**config.mk**
```make
export PLATFORM = sky130hd
export DESIGN_NAME = fetch_sequencer
export DESIGN_NICKNAME = d
export VERILOG_FILES = /design/src/rtl/mini_cpu_pkg.sv /design/src/rtl/fetch_timeout.sv /design/src/rtl/fetch_sequencer.sv
export SDC_FILE = /design/constraint.sdc
export NUM_CORES = 1
export LEC_CHECK = 0
export ABC_AREA = 1
export CAP_MARGIN = 30
export CORE_ASPECT_RATIO = 1.1
export CORE_MARGIN = 2
export CORE_UTILIZATION = 41
export CTS_CLUSTER_DIAMETER = 40
export CTS_CLUSTER_SIZE = 12
export DETAILED_ROUTE_END_ITERATION = 10
export PLACE_DENSITY = 0.86
export SYNTH_ARGS = -nofsm -noshare
export SYNTH_HDL_FRONTEND = slang
export SYNTH_SLANG_ARGS = --single-unit
```
**constraint.sdc**
```tcl
create_clock -name clk -period 3.52 [get_ports clk]
set_clock_uncertainty 0.1 [all_clocks]
set_input_delay 0.352 -clock clk [delete_from_list [all_inputs] [get_ports clk]]
set_output_delay 0.352 -clock clk [all_outputs]
set_load 0.05 [all_outputs]
```
**src/rtl/mini_cpu_pkg.sv**
```systemverilog
// Shared mini-cpu definitions: fetch FSM states and common constants.
package mini_cpu_pkg;

  localparam int unsigned INSTR_W = 32;
  localparam int unsigned PC_STEP = 4;
  localparam int unsigned TMO_W   = 8;

  typedef enum logic [2:0] {
    IDLE,
    FETCH,
    ISSUE,
    RESOLVE,
    HALTED,
    FAULT
  } fetch_state_t;

endpackage

```
**src/rtl/fetch_timeout.sv**
```systemverilog
// Saturating cycle counter for bounding how long a fetch may wait for imem_ack.
module fetch_timeout
  import mini_cpu_pkg::*;
#(
  parameter int unsigned TIMEOUT = 15
) (
  input  logic clk,
  input  logic rst,
  input  logic clear,
  input  logic enable,
  output logic expired
);

  localparam logic [TMO_W-1:0] LIMIT = TMO_W'(TIMEOUT);

  logic [TMO_W-1:0] count_q;
  logic [TMO_W-1:0] count_d;

  // Clear wins over enable; count sticks at the limit once reached.
  always_comb begin
    count_d = count_q;
    if (clear) begin
      count_d = '0;
    end else if (enable && (count_q != LIMIT)) begin
      count_d = count_q + TMO_W'(1);
    end
  end

  // Counter register with synchronous reset.
  always_ff @(posedge clk) begin
    if (rst) begin
      count_q <= '0;
    end else begin
      count_q <= count_d;
    end
  end

  assign expired = (count_q == LIMIT);

endmodule

```
**src/rtl/fetch_sequencer.sv**
```systemverilog
// Fetch/issue/resolve control FSM: one pc update per retired instruction.
module fetch_sequencer #(
  parameter int unsigned XLEN    = 64,
  parameter int unsigned INSTR_W = mini_cpu_pkg::INSTR_W,
  parameter int unsigned TIMEOUT = 15,
  parameter int unsigned CNT_W   = 32
) (
  input  logic               clk,
  input  logic               rst,
  input  logic [XLEN-1:0]    pc,
  output logic               pc_advance,
  output logic               pc_src,
  output logic               imem_req,
  output logic [XLEN-1:0]    imem_addr,
  input  logic               imem_ack,
  input  logic               imem_err,
  input  logic [INSTR_W-1:0] imem_rdata,
  output logic               instr_valid,
  output logic [INSTR_W-1:0] instr,
  input  logic               instr_ready,
  input  logic               branch_valid,
  input  logic               branch_taken,
  input  logic               halt_req,
  output logic               halted,
  output logic               fault,
  output logic [CNT_W-1:0]   instret
);

  import mini_cpu_pkg::*;

  fetch_state_t       state_q;
  fetch_state_t       state_d;
  logic [INSTR_W-1:0] instr_q;
  logic [INSTR_W-1:0] instr_d;
  logic [CNT_W-1:0]   instret_q;
  logic [CNT_W-1:0]   instret_d;

  logic in_fetch;
  logic retire;
  logic tmo_expired;

  assign in_fetch = (state_q == FETCH);
  assign retire   = (state_q == RESOLVE) && branch_valid;

  fetch_timeout #(
    .TIMEOUT(TIMEOUT)
  ) u_timeout (
    .clk    (clk),
    .rst    (rst),
    .clear  (!in_fetch),
    .enable (in_fetch && !imem_ack),
    .expired(tmo_expired)
  );

  // Next state, instruction latch and retire counter.
  always_comb begin
    state_d   = state_q;
    instr_d   = instr_q;
    instret_d = instret_q;
    unique case (state_q)
      IDLE: begin
        state_d = FETCH;
      end
      FETCH: begin
        if (imem_ack) begin
          if (imem_err) begin
            state_d = FAULT;
          end else begin
            instr_d = imem_rdata;
            state_d = ISSUE;
          end
        end else if (tmo_expired) begin
          state_d = FAULT;
        end
      end
      ISSUE: begin
        if (instr_ready) begin
          state_d = RESOLVE;
        end
      end
      RESOLVE: begin
        if (branch_valid) begin
          instret_d = instret_q + CNT_W'(1);
          state_d   = halt_req ? HALTED : FETCH;
        end
      end
      HALTED, FAULT: begin
        state_d = state_q;
      end
      default: begin
        state_d = IDLE;
      end
    endcase
  end

  // State and datapath registers; reset overrides everything.
  always_ff @(posedge clk) begin
    if (rst) begin
      state_q   <= IDLE;
      instr_q   <= '0;
      instret_q <= '0;
    end else begin
      state_q   <= state_d;
      instr_q   <= instr_d;
      instret_q <= instret_d;
    end
  end

  // Outputs decoded from state; pc_advance/pc_src qualify the resolving cycle.
  assign imem_req    = in_fetch;
  assign imem_addr   = in_fetch ? pc : '0;
  assign instr_valid = (state_q == ISSUE);
  assign instr       = instr_q;
  assign pc_advance  = retire;
  assign pc_src      = (state_q == RESOLVE) && branch_taken;
  assign halted      = (state_q == HALTED);
  assign fault       = (state_q == FAULT);
  assign instret     = instret_q;

endmodule

```
==> results.md <==
- Status: finished, final reports clean
- Number of max-cap violations: 0
- Fmax: 0.3593 GHz
- Die Ht: 107.9 um
- Hpwl dp: 11280 um
- Worst reg2reg path depth: 9
- Seq/Total Area, Yosys: 37.30%
- Drc violations: 0
- Num rows: 37
- Worst setup SP type: flip-flop
- Req. time, crit path: 3.07 ns
- PD cells: 533.8 nW/um^2
- CTS hold repair buffers: 0
- Via count: 4855
- Fillers: 784
- Internal: 1.920 mW
- Num CTS Buffers: 9
- Worst Setup End Kind: output pin
- Final wirelength: 14230 um
- # H-tree levels: 3
- Ys flop type: dfxtp_1
- Clk sinks: 75
- Clk slew on worst S/H paths: 0.07 ns
- Final hold vios: 0
- Post-synthesis register bit count: 75
- Synth Net Count: 771
- Clk root buf: clkbuf_8
- CP max FO: 66
- Number of synthesized flops with an enable pin: 0
- Syn avg cell area: 6.053 um^2
- Min Tclk post-route: 2.784 ns
- Worst-Margin Slew: 0.6139 ns
- Dpl cell area: 6500 um^2
- TritonCTS clock tree: done
- Detailed Routing Iterations Pass 1: 5
- Via-per-instance ratio: 4.750
- Initial antenna violation count: 3
- Worst setup path class: reg -> out
- Critical path's most frequent cell: inv_2
- Post-cts gate resize count: 0
- Synth cell types: 27
- CP Cell Sequence: inv_2 > nand3_2 > buf_4 > inv_2 > clkdlybuf4s50_1
- Wire per inst: 13.92 um
- Vias in the first global route: 4440
- Global-route wire length before repair: 21760 um
- CP max stage cell: clkdlybuf4s50_1
- NumNets Final: 1004
- Max VDD drop: 0.3376 mV
- Hold Crit Class: reg -> reg
- Ports: 238
- Congestion Overflow GR: 0
- Initial Util: 42.62%
- Setup violations, final: 0
- Post-route setup TNS: 0 ns
- RSZ-0062 raised after global routing: false
- Psw: 1.664 mW
- Worst-skew pair later-pin latency: 0.36 ns
- Layout cells sized above 1: 3.544%
- Reg-to-reg critical path endpoint: state_q[1]$_SDFFE_PP0P_
- Largest net degree at the start of global routing: 67
- Headroom to the max-slew limit: 59.07%
- DIE AREA: 10630 um^2
- Switching part of the total: 46.43%
- Area of the core: 9444 um^2
- GPL Wtd Cong: 0.9171
- CP endpoint: imem_req
- Design Area, Final: 6714 um^2
- Post-synthesis async set-or-reset flop share: 0%
- Max-slew violation count: 0
- Area delta synth->final: 66.80%
- Syn Std Cell Area: 4025 um^2
- Multi-input logic area: 1958 um^2
- DR iter-0 viols: 264
- FF/Latch Area: 1501 um^2
- Sequential Power Share: 26.8%
- Total global-route track usage: 25.98%
- Clk pwr share: 20.2%
- YS warnings: 0
- Post-CTS Setup Inserts: 0
- Max incr delay on CP: 0.74 ns
- Cells after synthesis: 665
- Reg2Reg Setup Slack: 1.06 ns
- I/O Buffers: 237
- Pleak: 2.883 nW
- Die width: 98.47 um
- Critical path data arrival time: 2.33 ns
- Final period utilization: 79.08%
- CTS max path bufs: 2
- CP startpoint: state_q[2]$_SDFFE_PP0P_
- Worst flop-to-flop path startpoint: state_q[2]$_SDFFE_PP0P_
- Remaining antenna violation count: 0
- Comb power frac: 53.1%
[cell families after synthesis]
kind of cell,after synthesis,share of synthesized area (%)
buf+inv,148,14.17
compound gates,66,8.517
xor+xnor,7,1.523
flops,75,37.30
fa+ha+maj,2,0.6216
simple gates,367,37.86
[Yosys cell counts (6+ instances only)]
cell type | number | area (um^2)
nor2_1 | 197 | 739.5
inv_1 | 124 | 465.5
nand2_1 | 105 | 394.1
dfxtp_1 | 75 | 1501
o21ai_0 | 42 | 210.2
nand3_1 | 25 | 125.1
a21oi_1 | 19 | 95.09
nand4_1 | 15 | 93.84
nor3_1 | 13 | 65.06
buf_2 | 12 | 60.06
clkbuf_1 | 9 | 33.78
xor2_1 | 6 | 52.55
[layout make-up]
cell class,count,share of cell area [%]
timing repair buffer,243,36.00
multi-input combinational,442,29.17
sequential,75,22.36
inverter,127,7.100
tap,117,2.180
clock buffer,11,1.957
clock inverter,5,1.155
antenna,2,0.07454
[stage by stage]
step | hold WS, ns | cells | setup slack, ns | power [mW] | util (%)
CTS | 0.3829 | 1020 | 0.7321 | 3.603 | 71.04
global placement | 0.3604 | 1004 | 0.9387 | 2.878 | 68.83
detailed placement | 0.3705 | 1004 | 0.9709 | 2.888 | 68.83
global route | 0.4063 | 1021 | 0.5806 | 3.753 | 71.07
floorplan | 0.3523 | 665 | 1.263 | 2.221 | -
finish | 0.3798 | 1022 | 0.7364 | 3.584 | 71.09
[state kept, by name, indices dropped and copies added, names as in the netlist]
name / flops
instr: 32
instret: 32
u_timeout.count_q: 8
state_q: 3
[critical path: cells and delay by family (launching register included)]
family | cells | cell delay, ns
buffers and inverters | 4 | 1.45
DFF | 1 | 0.43
and+or+nand+nor | 1 | 0.07
[power groups by stage]
| stage | Combinational [mW] | Sequential, mW | Clock (mW) |
|---|---|---|---|
| 6_report | 1.90 | 0.959 | 0.723 |
| 5_1_grt | 2.01 | 0.968 | 0.771 |
| 4_1_cts | 1.91 | 0.959 | 0.730 |
| 3_5_place_dp | 1.91 | 0.979 | 0 |
| 3_3_place_gp | 1.90 | 0.975 | 0 |
| 2_1_floorplan | 1.06 | 1.16 | 0 |
[cell usage in the layout, fill, tap and decap left out, drive strengths merged]
cell             n
a21o             2
nand3b           2
nand4           15
nor3            14
clkinv           2
buf              6
o21bai           2
a21oi           19
nand3           25
inv            127
clkinvlp         1
diode            2
nor3b            1
nand2          107
nor2           202
bufinv           2
xnor2            1
clkbuf          11
a211oi           1
and2             1
dfxtp           75
ha               2
clkdlybuf4s50  237
xor2             6
o21ai           42
[how the worst min path moves through the flow]
stage / end / startpoint / cells past startpoint
final: u_timeout.count_q[7]$_SDFFE_PP0P_ / u_timeout.count_q[7]$_SDFFE_PP0P_ / 2
after global routing: u_timeout.count_q[7]$_SDFFE_PP0P_ / u_timeout.count_q[7]$_SDFFE_PP0P_ / 2
after CTS: u_timeout.count_q[7]$_SDFFE_PP0P_ / u_timeout.count_q[7]$_SDFFE_PP0P_ / 2
after detailed placement: instr[22]$_SDFFE_PP0P_ / instr[22]$_SDFFE_PP0P_ / 2
after global placement: instr[9]$_SDFFE_PP0P_ / instr[9]$_SDFFE_PP0P_ / 2
after floorplan: u_timeout.count_q[7]$_SDFFE_PP0P_ / u_timeout.count_q[7]$_SDFFE_PP0P_ / 2
[routing by layer]
metal  track usage [%]  part of all wire (%)  vias up
met3             10.58                    11       29
met1             28.83                    38     2097
met4             9.687                   2.5        2
li1                  -                     -     2479
met2             44.75                    49      248
met5                 0                 0.091        -
(Power assumes the default switching activity.)
